===== src/rtl/tc_mc_pkg.sv =====
// rtl/tc_mc_pkg.sv - register map, control bits and status layout for the multi-channel timestamp controller
package tc_mc_pkg;

  // Register addresses; ALARM_i lives at ADDR_ALARM_BASE + i
  localparam int ADDR_CTRL       = 0;
  localparam int ADDR_OFFSET     = 1;
  localparam int ADDR_ALARM_BASE = 2;

  // CTRL write bit positions
  localparam int CTRL_START = 0;
  localparam int CTRL_STOP  = 1;
  localparam int CTRL_CLEAR = 2;
  localparam int CTRL_LOAD  = 3;
  localparam int CTRL_AUTO  = 8;

  // STATUS read layout at ADDR_CTRL
  localparam int STAT_RUNNING   = 0;
  localparam int STAT_ARMED_LSB = 8;

  typedef struct packed {
    logic start;
    logic stop;
    logic clear;
    logic load;
    logic auto_en;
  } ctrl_cmd_t;

  // Pull the individual command bits out of the low nine bits of a CTRL write
  function automatic ctrl_cmd_t decode_ctrl(input logic [8:0] w);
    ctrl_cmd_t c;
    c.start   = w[CTRL_START];
    c.stop    = w[CTRL_STOP];
    c.clear   = w[CTRL_CLEAR];
    c.load    = w[CTRL_LOAD];
    c.auto_en = w[CTRL_AUTO];
    return c;
  endfunction

endpackage


===== src/rtl/timestamp_alarm.sv =====
// rtl/timestamp_alarm.sv - one armed compare channel producing a single-cycle match strobe
module timestamp_alarm
  import tc_mc_pkg::*;
#(
  parameter int COUNTER_WIDTH = 64
) (
  input  logic                     s_axi_aclk,
  input  logic                     s_axi_aresetn,
  input  logic                     wr_en,
  input  logic [COUNTER_WIDTH-1:0] wr_data,
  input  logic [COUNTER_WIDTH-1:0] cnt,
  output logic [COUNTER_WIDTH-1:0] alarm_val,
  output logic                     armed,
  output logic                     pulse
);

  // A write re-arms and wins over a match on the old value; otherwise an exact match fires once and disarms
  always_ff @(posedge s_axi_aclk or negedge s_axi_aresetn) begin
    if (!s_axi_aresetn) begin
      alarm_val <= '0;
      armed     <= 1'b0;
      pulse     <= 1'b0;
    end else if (wr_en) begin
      alarm_val <= wr_data;
      armed     <= 1'b1;
      pulse     <= 1'b0;
    end else if (armed && (cnt == alarm_val)) begin
      armed     <= 1'b0;
      pulse     <= 1'b1;
    end else begin
      pulse     <= 1'b0;
    end
  end

endmodule


===== src/rtl/timestamp_controller_mc.sv =====
// rtl/timestamp_controller_mc.sv - free-running timestamp counter with register port and NUM_ALARMS compare channels
module timestamp_controller_mc
  import tc_mc_pkg::*;
#(
  parameter int COUNTER_WIDTH = 64,
  parameter int NUM_ALARMS    = 4,
  parameter int ADDR_WIDTH    = 4,
  parameter int DATA_WIDTH    = 64
) (
  input  logic                     s_axi_aclk,
  input  logic                     s_axi_aresetn,
  input  logic                     cmd_valid,
  output logic                     cmd_ready,
  input  logic [ADDR_WIDTH-1:0]    cmd_addr,
  input  logic [DATA_WIDTH-1:0]    cmd_wdata,
  input  logic                     rd_en,
  input  logic [ADDR_WIDTH-1:0]    rd_addr,
  output logic                     rd_valid,
  output logic [DATA_WIDTH-1:0]    rd_data,
  output logic                     running,
  output logic                     auto_start,
  output logic [COUNTER_WIDTH-1:0] counter,
  output logic [NUM_ALARMS-1:0]    alarm_pulse,
  output logic [NUM_ALARMS-1:0]    armed
);

  logic                     cmd_fire;
  logic                     ctrl_wr;
  logic                     offset_wr;
  ctrl_cmd_t                ctrl;
  logic [DATA_WIDTH+8:0]    wdata_ext;
  logic [COUNTER_WIDTH-1:0] cnt;
  logic [COUNTER_WIDTH-1:0] offset_q;
  logic [COUNTER_WIDTH-1:0] alarm_val [NUM_ALARMS];
  logic [DATA_WIDTH+15:0]   status_ext;
  logic [DATA_WIDTH-1:0]    rd_next;
  logic                     unused_bits;

  // Zero-extension lets CTRL bit 8 be decoded even for narrow data buses
  assign wdata_ext   = (DATA_WIDTH+9)'(cmd_wdata);
  assign ctrl        = decode_ctrl(wdata_ext[8:0]);
  assign cmd_fire    = cmd_valid & cmd_ready;
  assign ctrl_wr     = cmd_fire && (cmd_addr == ADDR_WIDTH'(ADDR_CTRL));
  assign offset_wr   = cmd_fire && (cmd_addr == ADDR_WIDTH'(ADDR_OFFSET));
  assign unused_bits = ^{wdata_ext, status_ext};

  // Write port becomes ready on the first edge after reset release and never stalls afterwards
  always_ff @(posedge s_axi_aclk or negedge s_axi_aresetn) begin
    if (!s_axi_aresetn) cmd_ready <= 1'b0;
    else                cmd_ready <= 1'b1;
  end

  // OFFSET register, CTRL.AUTO level and the running flag (STOP beats START)
  always_ff @(posedge s_axi_aclk or negedge s_axi_aresetn) begin
    if (!s_axi_aresetn) begin
      offset_q   <= '0;
      auto_start <= 1'b0;
      running    <= 1'b0;
    end else begin
      if (offset_wr) offset_q <= cmd_wdata[COUNTER_WIDTH-1:0];
      if (ctrl_wr) begin
        auto_start <= ctrl.auto_en;
        if (ctrl.stop)       running <= 1'b0;
        else if (ctrl.start) running <= 1'b1;
      end
    end
  end

  // Internal counter: LOAD beats CLEAR, and a written value replaces that cycle's increment
  always_ff @(posedge s_axi_aclk or negedge s_axi_aresetn) begin
    if (!s_axi_aresetn)              cnt <= '0;
    else if (ctrl_wr && ctrl.load)   cnt <= offset_q;
    else if (ctrl_wr && ctrl.clear)  cnt <= '0;
    else if (running)                cnt <= cnt + COUNTER_WIDTH'(1);
  end

  // Registered copy of the counter so alarm strobes line up with the value they matched
  always_ff @(posedge s_axi_aclk or negedge s_axi_aresetn) begin
    if (!s_axi_aresetn) counter <= '0;
    else                counter <= cnt;
  end

  for (genvar i = 0; i < NUM_ALARMS; i++) begin : g_alarm
    logic wr_hit;
    assign wr_hit = cmd_fire && (cmd_addr == ADDR_WIDTH'(ADDR_ALARM_BASE + i));

    timestamp_alarm #(
      .COUNTER_WIDTH (COUNTER_WIDTH)
    ) u_alarm (
      .s_axi_aclk    (s_axi_aclk),
      .s_axi_aresetn (s_axi_aresetn),
      .wr_en         (wr_hit),
      .wr_data       (cmd_wdata[COUNTER_WIDTH-1:0]),
      .cnt           (cnt),
      .alarm_val     (alarm_val[i]),
      .armed         (armed[i]),
      .pulse         (alarm_pulse[i])
    );
  end

  // Read mux: status, live counter or alarm value, zero-filled; unmapped addresses read 0
  always_comb begin
    status_ext                               = '0;
    status_ext[STAT_RUNNING]                 = running;
    status_ext[STAT_ARMED_LSB +: NUM_ALARMS] = armed;
    rd_next = '0;
    if (rd_addr == ADDR_WIDTH'(ADDR_CTRL))        rd_next = status_ext[DATA_WIDTH-1:0];
    else if (rd_addr == ADDR_WIDTH'(ADDR_OFFSET)) rd_next = DATA_WIDTH'(cnt);
    for (int i = 0; i < NUM_ALARMS; i++) begin
      if (rd_addr == ADDR_WIDTH'(ADDR_ALARM_BASE + i)) rd_next = DATA_WIDTH'(alarm_val[i]);
    end
  end

  // Read response one cycle after the request
  always_ff @(posedge s_axi_aclk or negedge s_axi_aresetn) begin
    if (!s_axi_aresetn) begin
      rd_valid <= 1'b0;
      rd_data  <= '0;
    end else begin
      rd_valid <= rd_en;
      rd_data  <= rd_en ? rd_next : '0;
    end
  end

endmodule


===== config.mk =====
export PLATFORM = sky130hd
export DESIGN_NAME = timestamp_controller_mc
export DESIGN_NICKNAME = d
export VERILOG_FILES = /design/src/rtl/tc_mc_pkg.sv /design/src/rtl/timestamp_alarm.sv /design/src/rtl/timestamp_controller_mc.sv
export SDC_FILE = /design/constraint.sdc
export NUM_CORES = 1
export LEC_CHECK = 0
export ABC_AREA = 1
export CAP_MARGIN = 20
export CORE_MARGIN = 2
export CORE_UTILIZATION = 35
export DETAILED_ROUTE_END_ITERATION = 8
export SLEW_MARGIN = 20
export SYNTH_ARGS = -nofsm -noshare
export SYNTH_HDL_FRONTEND = slang
export SYNTH_SLANG_ARGS = --single-unit

===== constraint.sdc =====
create_clock -name s_axi_aclk -period 4.3 [get_ports s_axi_aclk]
set_clock_uncertainty 0.05 [all_clocks]
set_input_delay 0.86 -clock s_axi_aclk [delete_from_list [all_inputs] [get_ports s_axi_aclk]]
set_output_delay 0.86 -clock s_axi_aclk [all_outputs]
set_load 0.005 [all_outputs]

==> impl_metrics.sql <==
INSERT INTO impl_metrics (metric_group, metric, value, unit) VALUES
('logic_synthesis', 'synth_warnings', '0', ''),
('floorplan', 'start_util', '35.30', '%'),
('drt', 'detail_route.wl_per_cell', '21.09', 'um'),
('global_route', 'grt_usage', '22.94', '%'),
('sta', 'finalSetupViolCount', '0', ''),
('clock_network', 'cts.root.buffer_cell', 'clkbuf_16', ''),
('drt', 'detail-route-antenna-nets', '0', ''),
('setup_path', 'reg2reg_from', 'cnt[0]$_DFFE_PN0P_', ''),
('sta', 'timing.final.max_slew_violations', '0', ''),
('finish', 'postLayoutCellArea', '30910', 'um^2'),
('sta', 'totalNegativeSetupSlack', '0', 'ns'),
('logic_synthesis', 'synth_flop_cell', 'dfrtp_1', ''),
('setup_path', 'timing.critical_path.required', '3.39', 'ns'),
('finish', 'num-nets-final', '3306', ''),
('sta', 'hold_slack', '0.1376', 'ns'),
('setup_path', 'worst_setup_path_endpoint', 'running', ''),
('logic_synthesis', 'cell_area_synth', '26240', 'um^2'),
('setup_path', 'cp.depth', '1', ''),
('finish', 'layout.cells.most_common_list', '719 x nand2_1, 524 x dfrtp_1, 444 x o21ai_0', ''),
('sta', 'hold_viol_final', '0', ''),
('sta', 'final_period_minus_worst_setup_slack', '3.185', 'ns'),
('logic_synthesis', 'number_of_instances_in_the_synthesized_netlist', '3133', ''),
('floorplan', 'die_height', '277.8', 'um'),
('min_path', 'hold_class', 'input port to asynchronous set/reset pin', ''),
('global_route', 'globalRouteOverflowTotal', '0', ''),
('sta', 'worst_pin_slew', '1.004', 'ns'),
('setup_path', 'worstPathCellList', 'clkdlybuf4s50_1', ''),
('floorplan', 'die_w', '277.8', 'um'),
('job', 'cap_violations', '0', ''),
('logic_synthesis', 'number_of_synthesized_register_bits', '524', ''),
('power_and_ir_drop', 'pwr_density_cell', '507.6', 'nW/um^2'),
('clock_network', 'clock_sink_count', '524', ''),
('drt', 'via_per_inst', '5.212', ''),
('floorplan', 'design.die.area', '77170', 'um^2'),
('setup_path', 'worstRegToRegCells', '9', ''),
('global_route', 'maximum_number_of_pins_on_one_net_before_global_route_repair', '135', ''),
('setup_path', 'startpoint_type', 'flip-flop', ''),
('clock_network', 'clk-insertion-delay-late', '0.62', 'ns'),
('logic_synthesis', 'syn_avg_cell_area', '8.374', 'um^2'),
('outcome', 'outcome', 'complete, no violations', ''),
('placement', 'port_buffers', '215', ''),
('setup_path', 'worst-setup-path-type', 'flip-flop to output port', ''),
('floorplan', 'num_io_pins', '216', ''),
('global_route', 'antenna_found_initial', '3', ''),
('finish', 'multi_input_gate_area_in_the_final_layout', '11420', 'um^2'),
('clock_network', 'cts_max_level', '2', ''),
('global_route', 'number_of_global_route_vias_before_repair', '21396', ''),
('clock_network', 'tritoncts', 'built', ''),
('placement', 'placed_wire_length_estimate', '63980', 'um'),
('clock_network', 'cts_post_setup_buffers_inserted', '0', ''),
('setup_path', 'crit_path_top_delay_cell', 'dfrtp_1', ''),
('global_route', 'grt_pass1_wl', '136100', 'um'),
('finish', 'layout-area-overhead-vs-synth', '17.80', '%'),
('placement', 'gp_routability_congestion', '0.9762', ''),
('clock_network', 'clock_pin_slew_on_the_worst_setup_and_hold_paths', '0.06', 'ns'),
('setup_path', 'r2r_setup_slack', '1.47', 'ns'),
('setup_path', 'worst_path_largest_cell_delay', '1.00', 'ns'),
('sta', 'slew_headroom', '33.04', '%'),
('setup_path', 'crit_arrival', '2.27', 'ns'),
('logic_synthesis', 'synthesis.nets', '3210', ''),
('finish', 'filler_cell_count', '7571', ''),
('logic_synthesis', 'synth_enable_flop_cells', '0', ''),
('floorplan', 'row_count', '100', ''),
('logic_synthesis', 'postSynth.asyncResetShare', '100.0', '%'),
('setup_path', 'worstSetupEndpointType', 'output port', ''),
('finish', 'drive_above_1_share', '6.451', '%'),
('clock_network', 'number_of_buffers_added_by_the_clock_tree_synthesis_step', '55', ''),
('clock_network', 'clock_tree.buffer_depth', '3', ''),
('power_and_ir_drop', 'vdd_ir_drop_max', '0.2642', 'mV'),
('placement', 'placed_cell_area', '29000', 'um^2'),
('setup_path', 'worstPathBufferInverterCount', '1', '');
[layer usage]
metal	track usage (%)	part of all wire, %	vias up
met1	31.92	45	10774
met2	36.48	46	715
li1	-	-	10453
met4	7.734	3.4	4
met5	0	0.023	-
met3	3.521	6.0	153
[registers in the layout, indices dropped and copies added, names as in the netlist]
signal and count:
g_alarm.u_alarm.armed 4, g_alarm.u_alarm.pulse 4, running 1, rd_valid 1, counter 64, cmd_ready 1, g_alarm.u_alarm.alarm_val 256, auto_start 1
cnt 64, offset_q 64, rd_data 64
[where the power goes]
part	switching [mW]	internal (mW)	total [mW]
Combinational	1.85	1.64	3.48
Clock	2.04	3.02	5.06
Sequential	1.29	5.85	7.14
Total	5.18	10.5	15.7
[worst min path at each step]
stage / startpoint / to / slack [ns] / depth (start not counted)
final: s_axi_aresetn / rd_data[50]$_DFF_PN0_ / 0.14 / 1
after global routing: s_axi_aresetn / rd_data[50]$_DFF_PN0_ / 0.15 / 1
after CTS: s_axi_aresetn / rd_data[50]$_DFF_PN0_ / 0.13 / 1
after detailed placement: offset_q[38]$_DFFE_PN0P_ / offset_q[38]$_DFFE_PN0P_ / 0.43 / 2
after global placement: offset_q[30]$_DFFE_PN0P_ / offset_q[30]$_DFFE_PN0P_ / 0.42 / 2
after floorplan: cnt[20]$_DFFE_PN0P_ / counter[20]$_DFF_PN0_ / 0.30 / 0
[area by class of cell]
type                       instances  share of cell area, %
clock inverter                    23                 0.9756
clock buffer                      76                  5.202
sequential                       524                  42.43
inverter                         175                  2.142
timing repair buffer             254                  8.396
tap                              969                  3.923
multi-input combinational       2219                  36.94
[synth_stat cells, types with 10 or more instances]
cell type / n / area, um^2
xor2_1: 108 / 945.9
nor2_1: 279 / 1047
o21ai_0: 444 / 2222
xnor2_1: 134 / 1174
o21ai_1: 24 / 120.1
nand3_1: 119 / 595.6
inv_1: 163 / 611.8
clkbuf_1: 96 / 360.4
nor3_1: 11 / 55.05
nor2_2: 21 / 131.4
nand4_1: 39 / 244.0
nand2_2: 18 / 112.6
a41oi_1: 18 / 157.7
o221ai_1: 35 / 306.5
dfrtp_1: 524 / 13110
a21oi_1: 177 / 885.9
buf_4: 58 / 435.4
nand2_1: 721 / 2706
buf_2: 51 / 255.2
a22oi_1: 13 / 97.59
inv_2: 10 / 37.54
[per-stage QoR]
step	setup slack [ns]	instances	power [mW]	util (%)
after floorplan	2.264	3133	9.157	-
after global placement	0.9443	4141	10.64	39.02
after detailed placement	0.9374	4141	10.68	39.02
after CTS	1.135	4240	15.76	41.59
after global routing	1.053	4240	16.51	41.59
final	1.115	4240	15.69	41.59
[cells by family after synthesis]
family / synth area share [%]
AND/OR/NAND/NOR: 19.59
AO/OA/AOI/OAI: 15.48
flip-flops: 49.98
buffers and inverters: 6.815
XOR/XNOR: 8.079
adder cells (fa/ha/maj): 0.04768
other: 0.01429
Power figures use the tool's default switching activity.
